File: config.mk
export PLATFORM = sky130hd
export DESIGN_NAME = inst_fetch
export DESIGN_NICKNAME = d
export VERILOG_FILES = /design/src/rtl/inst_fetch.sv
export SDC_FILE = /design/constraint.sdc
export NUM_CORES = 1
export LEC_CHECK = 0
export CORE_UTILIZATION = 30
export DETAILED_ROUTE_END_ITERATION = 10
export GPL_TIMING_DRIVEN = 0
export PLACE_DENSITY = 0.56
export REMOVE_ABC_BUFFERS = 1
export SKIP_CTS_REPAIR_TIMING = 1
export SLEW_MARGIN = 20
export SYNTH_ARGS = -nofsm -noshare
export SYNTH_HDL_FRONTEND = slang
export SYNTH_SLANG_ARGS = --single-unit
File: constraint.sdc
create_clock -name Clk -period 5 [get_ports Clk]
set_input_delay 1 -clock Clk [delete_from_list [all_inputs] [get_ports Clk]]
set_output_delay 1 -clock Clk [all_outputs]
set_load 0.01 [all_outputs]
File: src/rtl/inst_fetch.sv
// Instruction fetch: PC, credit-limited imem requests, in-order response FIFO to decode, redirect flush.
// Response to decode in 1 cycle; requests stop once in-flight plus buffered entries reach FIFO_DEPTH.
module inst_fetch #(
  parameter logic [63:0] RESET_PC   = 64'h0000_0000_8000_0000,
  parameter int          FIFO_DEPTH = 4
) (
  input  logic        Clk,
  input  logic        RstN,
  output logic        ImemReqValid,
  input  logic        ImemReqReady,
  output logic [63:0] ImemReqAddr,
  input  logic        ImemRespValid,
  input  logic [31:0] ImemRespData,
  input  logic        RedirectValid,
  input  logic [63:0] RedirectAddr,
  output logic        InstValidOut,
  input  logic        InstReady,
  output logic [63:0] InstAddrOut,
  output logic [31:0] InstOut
);
  localparam int AW = $clog2(FIFO_DEPTH);
  localparam int CW = $clog2(FIFO_DEPTH + 1);

  typedef struct packed {
    logic [63:0] addr;
    logic [31:0] inst;
  } entry_t;

  logic [63:0]   pc;
  logic [CW-1:0] inflight;
  logic [CW-1:0] inflight_next;
  logic [CW-1:0] discard;
  logic [CW-1:0] count;

  logic [63:0]   aq_mem [FIFO_DEPTH];
  logic [AW-1:0] aq_wr;
  logic [AW-1:0] aq_rd;

  entry_t        fifo_mem [FIFO_DEPTH];
  logic [AW-1:0] fifo_wr;
  logic [AW-1:0] fifo_rd;
  entry_t        push_ent;
  entry_t        head_ent;

  logic fire;
  logic push;
  logic pop;
  logic unused_redirect_lsbs;

  // Credit uses registered state only, so no input reaches ImemReqValid.
  assign ImemReqValid  = ({1'b0, inflight} + {1'b0, count}) < (CW+1)'(FIFO_DEPTH);
  assign ImemReqAddr   = pc;
  assign fire          = ImemReqValid && ImemReqReady;
  assign push          = ImemRespValid && (discard == '0) && !RedirectValid;
  assign pop           = InstValidOut && InstReady;
  assign inflight_next = inflight + CW'(fire) - CW'(ImemRespValid);

  assign push_ent.addr = aq_mem[aq_rd];
  assign push_ent.inst = ImemRespData;
  assign head_ent      = fifo_mem[fifo_rd];
  assign InstValidOut  = (count != '0);
  assign InstAddrOut   = head_ent.addr;
  assign InstOut       = head_ent.inst;

  assign unused_redirect_lsbs = ^RedirectAddr[1:0];

  always_ff @(posedge Clk) begin
    if (!RstN) begin
      pc       <= {RESET_PC[63:2], 2'b00};
      inflight <= '0;
      discard  <= '0;
      count    <= '0;
      aq_wr    <= '0;
      aq_rd    <= '0;
      fifo_wr  <= '0;
      fifo_rd  <= '0;
    end else begin
      inflight <= inflight_next;
      // The address queue tracks every outstanding request, stale or live.
      if (fire)          aq_wr <= aq_wr + 1'b1;
      if (ImemRespValid) aq_rd <= aq_rd + 1'b1;
      if (RedirectValid) begin
        pc      <= {RedirectAddr[63:2], 2'b00};
        discard <= inflight_next;
        count   <= '0;
        fifo_wr <= '0;
        fifo_rd <= '0;
      end else begin
        if (fire) pc <= pc + 64'd4;
        if (ImemRespValid && (discard != '0)) discard <= discard - 1'b1;
        if (push) fifo_wr <= fifo_wr + 1'b1;
        if (pop)  fifo_rd <= fifo_rd + 1'b1;
        count <= count + CW'(push) - CW'(pop);
      end
    end
  end

  always_ff @(posedge Clk) begin
    if (fire) aq_mem[aq_wr]     <= pc;
    if (push) fifo_mem[fifo_wr] <= push_ent;
  end

  overflow_chk: assert property (@(posedge Clk) disable iff (!RstN)
    !(push && !pop && (count == CW'(FIFO_DEPTH))));

endmodule

==> flow_summary.ini, run 1 <==
[status]
status = finished, final reports clean

[worst_setup_path]
cp_slowest_stage_delay_ns = 0.54
criticalPathCategory = flip-flop to output pin
cp_max_fo = 30
crit_buf_inv = 3
critPathCaptureType = output pin
start_kind = flip-flop
crit_chain = buf_16 -> buf_16 -> mux4_2 -> clkdlybuf4s50_1
path_delay_family = buffers and inverters
crit_required_ns = 4.00
crit_top_cell = buf_16
slowest_stage = mux4_2
cp_data_arrival_time_ns = 2.87

[timing]
min_period_ns = 3.87
rsz0062_at_grt = no
drv_slew = 0
timing.hold.ws_ns = 0.538
setup_viol = 0
max_freq_mhz = 259
fin_tns_setup_ns = 0
skew_ns = 0.0218
slew_headroom_pct = 43.2
worst_pin_slew_ns = 0.846
timing.final.crit_share_pct = 77.3
final_hold_viol_count = 0

[yosys]
synth_top_area_share_pct = 68.6
yosys.area.top_type = edfxtp_1
synth_ff_type = edfxtp_1
ys_seq_area_share_pct = 74.7
async_flop_share_pct = 0
ys_top_cells_by_area = edfxtp_1, mux4_2, dfxtp_1
ys_top_cells_by_count = edfxtp_1, mux4_2, dfxtp_1, clkbuf_1, o21ai_0
synth_cell_type_count = 48
syn_area_per_cell_um2 = 19.4
synth-edff-count = 624
yosysMostFrequentCell = edfxtp_1
yosys_warnings = 0
netlist_instances = 1410
syn_area_um2 = 27300
synth_seq_cells = 707

[global_routing]
antenna_found_initial = 9
grt_max_degree = 73
grt_pass1_vias = 15200
grt_pass1_wl_um = 102000
track_usage_pct = 15.1
grt-ovfl-total = 0

[power_and_ir_drop]
fin_total_pwr_mw = 14.7
clockPowerShare_pct = 39.8
total_leakage_power_nw = 10.8
sequentialPowerShare_pct = 49.3
max-vdd-ir-drop_v = 0.000271
p_int_mw = 11.3
switching_share_pct = 23.0
p_per_area_nw_per_um2 = 429
p_sw_mw = 3.39
combPwrFrac_pct = 10.9

[floorplan]
placementRows = 110
die_area_um2 = 92200
io_pins = 264
coreArea_um2 = 90000
dieWidth_um = 304
die-height_um = 304
start_util_pct = 30.3

[placement]
placed_area_um2 = 31700
portBuffers = 257
gp_congestion = 0.767
hpwl_um = 44800

[cells_and_area]
nFillCells = 8241
nNetsFinal = 1823
regArea_um2 = 20400
drive_gt1_share_pct = 18.2
multiInputGateArea_um2 = 6550
area_growth_pct = 25.7
final_area_um2 = 34300

[clock_network]
cts_sinks = 707
insertion_delay_ns = 0.62
clk_root_buffer_cell = clkbuf_16
ctsHtreeMaxLevel = 3
clk_path_buf_depth = 3
cts_tree = built
cts_made_buffers = 81
clk_pin_slew_ns = 0.06

[detailed_routing]
vias_per_cell = 4.94
dr.pass1.iters = 5
totalWireLength_um = 69700
num_vias = 14500
route.detailed.drc = 0
drt-wirelength-per-cell_um = 23.7
drt_iter0_markers = 1056
antenna_left = 0

[flow_run]
drv_cap = 0

[hold_path]
worst_hold_path_type = flip-flop to flip-flop
## flip-flops by register name, indices dropped and copies added (netlist names), named ones only
signal and flops:
ImemReqAddr 62, aq_mem 248, aq_rd 2, aq_wr 2
count 3, discard 3, fifo_mem 376, fifo_rd 2
fifo_wr 2, inflight 3
## cell usage in the layout (no fill, tap or decap), types with 19 or more instances in the layout
| master | n |
|---|---|
| o21ai_0 | 49 |
| nand2b_1 | 20 |
| nor3_1 | 25 |
| nand3_1 | 24 |
| clkbuf_16 | 83 |
| xnor2_1 | 22 |
| nand2_1 | 39 |
| dfxtp_1 | 79 |
| edfxtp_1 | 624 |
| nor2_1 | 25 |
| inv_1 | 23 |
| nand4_1 | 19 |
| clkdlybuf4s50_1 | 255 |
| mux4_2 | 156 |
## power by group through the flow
stage | Sequential, mW | Combinational (mW) | Clock (mW)
3_5_place_dp | 7.38 | 1.64 | 0
3_3_place_gp | 7.48 | 1.50 | 0
6_report | 7.25 | 1.61 | 5.86
4_1_cts | 7.26 | 1.65 | 6.03
5_1_grt | 7.30 | 1.75 | 6.23
2_1_floorplan | 7.36 | 0.807 | 0
## layout make-up
class	instances	area share, %
flip-flops and latches	707	59.5
multi-input cells	606	19.1
repair buffers	282	9.20
clock buffers	94	6.20
well taps	1176	4.29
clock inverters	46	1.48
inverters	24	0.270
diodes	1	0.00729
## worst reg2reg max path: cells and delay by family, from the launching register on
| kind | cells | cell delay [ns] |
|---|---|---|
| compound gates | 1 | 0.23 |
| fa+ha+maj | 1 | 0.29 |
| buf+inv | 2 | 0.60 |
| flops | 1 | 0.38 |
| simple gates | 4 | 1.86 |
## stage by stage
stage	util [%]	worst slack [ns]	instances
6_report	38.1	1.13	2936
5_1_grt	38.1	0.965	2935
4_1_cts	38.1	0.983	2935
3_5_place_dp	35.2	0.814	2795
3_3_place_gp	34.5	-3.98	2770
2_1_floorplan	-	-0.615	1337
## layer usage
layer  GRT usage (%)  wire (µm)  vias up
li1                -          -     6391
met1            20.9      31300     7500
met2            23.7      32200      486
met3            3.80       4930      102
met4            4.19       1180       14
met5               0         81        -
## logic make-up after synthesis
group | count (synthesis) | share of synthesized area (%)
AO/OA/AOI/OAI | 130 | 3.22
flip-flops | 707 | 74.7
other | 1 | 0.0137
XOR/XNOR | 32 | 1.03
multiplexers | 158 | 12.9
buffers and inverters | 100 | 1.47
adder cells (fa/ha/maj) | 19 | 0.926
AND/OR/NAND/NOR | 263 | 5.69
## worst paths after layout
path                            slack (ns)              end      start  depth (start not counted)
worst max-delay path                  1.13  InstAddrOut[54]  flip-flop                          4
worst min-delay path                  0.54         aq_wr[1]   aq_wr[1]                          2
worst max register to register        1.57  ImemReqAddr[63]   count[2]                          8
worst min register to register        0.54         aq_wr[1]   aq_wr[1]                          2
Power figures use the tool's default switching activity.
==> run 2, diff against run 1 <==
--- a/config.mk
+++ b/config.mk
@@ -8,7 +8,7 @@
 export CORE_UTILIZATION = 30
 export DETAILED_ROUTE_END_ITERATION = 10
 export GPL_TIMING_DRIVEN = 0
-export PLACE_DENSITY = 0.56
+export PLACE_DENSITY = 0.58
 export REMOVE_ABC_BUFFERS = 1
 export SKIP_CTS_REPAIR_TIMING = 1
 export SLEW_MARGIN = 20
==> constraint.sdc (replaced) <==
create_clock -name Clk -period 3.4 [get_ports Clk]
set_input_delay 0.68 -clock Clk [delete_from_list [all_inputs] [get_ports Clk]]
set_output_delay 0.68 -clock Clk [all_outputs]
set_load 0.01 [all_outputs]
==> flow_summary.ini, run 2 (synthesized netlist as in run 1, its figures left out) <==
[status]
status = finished, final reports clean

[cells_and_area]
largest_register = fifo_mem
nFillCells = 8182
nNetsFinal = 1831
area_growth_pct = 26.4
final_core_util_pct = 38.3
drive_gt1_share_pct = 18.9
final_common_cell = edfxtp_1
fin_cells = 2953
mostFrequentLayoutCells = edfxtp_1, clkdlybuf4s50_1, mux4_2
largest_register_ffs = 376

[worst_setup_path]
criticalPathCategory = flip-flop to flip-flop
critPathCaptureType = flip-flop
cp_data_arrival_time_ns = 3.83
r2r_slack_ns = 0.12
crit_required_ns = 3.95
start_kind = flip-flop
cp_max_fo = 9

[global_routing]
antenna_found_initial = 10
grt_pass1_wl_um = 100000
grt_max_degree = 76
track_usage_pct = 14.8
grt_pass1_vias = 15000
grt-ovfl-total = 0

[hold_path]
worst_hold_path_type = input pin to flip-flop

[timing]
setup_viol = 0
worst_pin_slew_ns = 0.982
final_hold_viol_count = 0
rsz0062_at_grt = no
max_freq_mhz = 305
slew_headroom_pct = 34.0
timing.final.crit_share_pct = 96.6
skew_ns = 0.0174
drv_slew = 0
min_period_ns = 3.28
setup_ws_ns = 0.116

[clock_network]
cts_tree = built
cts_made_buffers = 80
clk_root_buffer_cell = clkbuf_16
ctsHtreeMaxLevel = 3
cts_sinks = 707
clk_path_buf_depth = 3
insertion_delay_ns = 0.63
clk_pin_slew_ns = 0.06

[detailed_routing]
antenna_left = 0
drt_iter0_markers = 1055
num_vias = 14600
vias_per_cell = 4.93
totalWireLength_um = 68900
route.detailed.drc = 0
dr.pass1.iters = 5
drt-wirelength-per-cell_um = 23.3

[power_and_ir_drop]
fin_total_pwr_mw = 21.6
p_int_mw = 16.6
combPwrFrac_pct = 11.1
p_per_area_nw_per_um2 = 627
p_sw_mw = 5.03
sequentialPowerShare_pct = 49.3
max-vdd-ir-drop_v = 0.000356
switching_share_pct = 23.3
clockPowerShare_pct = 39.6
total_leakage_power_nw = 10.8

[floorplan]
start_util_pct = 30.3
io_pins = 264
die_area_um2 = 92200
die-height_um = 304
coreArea_um2 = 90000
dieWidth_um = 304
placementRows = 110

[placement]
place_ws_ns = -0.546
gp_congestion = 0.758
portBuffers = 257
hpwl_um = 44100
dp.cells = 2795

[flow_run]
drv_cap = 0
## run 2: cell count changes in the layout (fill, tap and decap cells not counted), moves of 3 or more
cell / before / now
clkinv_8: 4 / 1
buf_12: 7 / 3
buf_16: 16 / 22
buf_4: 2 / 9
clkinv_2: 15 / 10
clkinvlp_4: 1 / 6
clkinv_1: 12 / 17
## run 2: worst max-delay path, stage by stage, from the launching register on
cell,delay [ns]
dfxtp_1,0.62
and3_1,0.50
nand2b_1,0.42
nor4_4,0.70
buf_2,0.33
buf_2,0.25
a311oi_1,0.13
nor3b_1,0.23
## run 2: power groups by stage
| stage | Clock (mW) | Combinational, mW | Sequential, mW |
|---|---|---|---|
| after detailed placement | 0 | 2.42 | 10.9 |
| after floorplan | 0 | 1.19 | 10.8 |
| after CTS | 8.83 | 2.43 | 10.7 |
| after global routing | 9.16 | 2.59 | 10.7 |
| final | 8.57 | 2.40 | 10.7 |
| after global placement | 0 | 2.18 | 11.0 |
## run 2: worst paths after layout
| check | from | to | cells after the start |
|---|---|---|---|
| max | ImemReqAddr[20] | ImemReqAddr[51] | 7 |
| min | RstN | ImemReqAddr[28] | 2 |
| max reg2reg | ImemReqAddr[20] | ImemReqAddr[51] | 7 |
| min reg2reg | aq_wr[1] | aq_wr[1] | 2 |
## run 2: layer usage
| metal | vias to the layer above | share of wire (%) | routed length (µm) | global-route usage [%] |
|---|---|---|---|---|
| met2 | 450 | 46 | 31600 | 23.0 |
| met1 | 7565 | 45 | 31100 | 20.1 |
| li1 | 6423 | - | - | - |
| met4 | 14 | 2.0 | 1350 | 4.34 |
| met3 | 108 | 7.1 | 4870 | 4.26 |
| met5 | - | 0.12 | 82 | 0 |
## run 2: final cells by class
| cell class | count | area [µm²] | share of cell area, % |
|---|---|---|---|
| clock buffer | 95 | 2110 | 6.12 |
| timing repair buffer | 291 | 3300 | 9.55 |
| inverter | 24 | 92.6 | 0.268 |
| clock inverter | 52 | 528 | 1.53 |
| tap | 1176 | 1470 | 4.26 |
| multi-input combinational | 606 | 6590 | 19.1 |
| sequential | 707 | 20400 | 59.2 |
| antenna | 2 | 5.00 | 0.0145 |
## run 2: per-stage QoR
stage | hold slack [ns] | setup TNS [ns] | instance area [µm²]
after floorplan | 0.476 | -332.52 | 27000
after global placement | 0.493 | -3445.24 | 31000
after detailed placement | 0.523 | -19.57 | 31700
after CTS | 0.314 | -8.72 | 34400
after global routing | 0.325 | 0 | 34500
final | 0.354 | 0 | 34500
==> run 3, diff against run 2 <==
--- a/config.mk
+++ b/config.mk
@@ -10,7 +10,6 @@
 export GPL_TIMING_DRIVEN = 0
 export PLACE_DENSITY = 0.58
 export REMOVE_ABC_BUFFERS = 1
-export SKIP_CTS_REPAIR_TIMING = 1
 export SLEW_MARGIN = 20
 export SYNTH_ARGS = -nofsm -noshare
 export SYNTH_HDL_FRONTEND = slang
==> flow_summary.ini, run 3 (synthesized netlist as in run 1, its figures left out) <==
[clock_network]
cts_made_buffers = 80
clk_path_buf_depth = 3
cts_tree = built
cts_sinks = 707
insertion_delay_ns = 0.63
clk_pin_slew_ns = 0.06
hold_buffers = 0
ctsHtreeMaxLevel = 3
clk_root_buffer_cell = clkbuf_16

[placement]
place_ws_ns = -0.546
hpwl_um = 44100
placed_area_um2 = 31700
dp.cells = 2795
gp_congestion = 0.758
portBuffers = 257

[timing]
max_freq_mhz = 307
skew_ns = 0.0159
worst_pin_slew_ns = 0.904
setup_viol = 0
slew_headroom_pct = 39.1
timing.hold.ws_ns = 0.353
fin_tns_setup_ns = 0
min_period_ns = 3.26
drv_slew = 0
final_hold_viol_count = 0
setup_ws_ns = 0.144
rsz0062_at_grt = no
timing.final.crit_share_pct = 95.8

[cells_and_area]
multiInputGateArea_um2 = 6580
final_common_cell = edfxtp_1
final_core_util_pct = 38.3
fin_cells = 2952
largest_register = fifo_mem
regArea_um2 = 20400
drive_gt1_share_pct = 18.8
largest_register_ffs = 376
area_growth_pct = 26.3
final_area_um2 = 34500
nFillCells = 8184
mostFrequentLayoutCells = edfxtp_1, clkdlybuf4s50_1, mux4_2
nNetsFinal = 1830

[floorplan]
die_area_um2 = 92200
dieWidth_um = 304
coreArea_um2 = 90000
placementRows = 110
io_pins = 264
die-height_um = 304
start_util_pct = 30.3

[worst_setup_path]
cp_max_fo = 9
reg2reg_from = ImemReqAddr[19]
cp_data_arrival_time_ns = 2.58
ff2ff_path_depth = 7
start_kind = flip-flop
r2r_slack_ns = 0.17
criticalPathCategory = flip-flop to output pin
crit_required_ns = 2.72
critPathLaunch = count[1]
critPathCaptureType = output pin

[global_routing]
track_usage_pct = 14.9
grt_busiest_layer = met2
grt_max_degree = 76
antenna_found_initial = 9
grtUsageMet3_pct = 4.05
grt_use_met2_pct = 23.2
grt-ovfl-total = 0
grt_pass1_wl_um = 101000
grtUsageMet1_pct = 20.3
grt_pass1_vias = 15000

[detailed_routing]
dr.pass1.iters = 5
antenna_left = 0
drt-wirelength-per-cell_um = 23.4
totalWireLength_um = 69000
drt_iter0_markers = 1028
num_vias = 14600
route.detailed.drc = 0
vias_per_cell = 4.94

[status]
status = finished, final reports clean

[hold_path]
holdPathStages = 2
worst_hold_path_type = input pin to flip-flop
hold_path_startpoint = RstN

[power_and_ir_drop]
p_per_area_nw_per_um2 = 627
total_leakage_power_nw = 10.8
fin_total_pwr_mw = 21.6
max-vdd-ir-drop_v = 0.000356

[flow_run]
drv_cap = 0
[run 3: area by class of cell]
class,count,area share [%]
well taps,1176,4.27
multi-input cells,606,19.1
diodes,2,0.0145
inverters,24,0.268
repair buffers,290,9.53
clock inverters,52,1.53
flip-flops and latches,707,59.2
clock buffers,95,6.12
[run 3: worst paths after layout]
kind,endpoint
worst max-delay path,ImemReqValid
worst min-delay path,ImemReqAddr[28]
worst max register to register,ImemReqAddr[51]
worst min register to register,aq_wr[1]
[run 3: timing repair]
action / in CTS / in global routing
endpoints found under the setup margin: 89 / 23
setup buffers: 6 / 2
pin swaps: 0 / 1
resized for setup: 3 / 3
[run 3: power breakdown]
group,switching [mW],internal [mW]
sequential,0.309,10.3
clock,3.49,5.08
combinational,1.23,1.16
total,5.03,16.6
[run 3: metal layers]
layer | wire length [µm] | part of all wire [%]
met1 | 30900 | 45
met2 | 31700 | 46
met3 | 4960 | 7.2
met4 | 1360 | 2.0
met5 | 73 | 0.11
[run 3: worst max-delay path: stages (launching register included)]
cell             delay (ns)
dfxtp_1                0.41
ha_1                   0.26
nand3_1                0.32
nor4b_2                0.35
clkdlybuf4s50_1        0.62
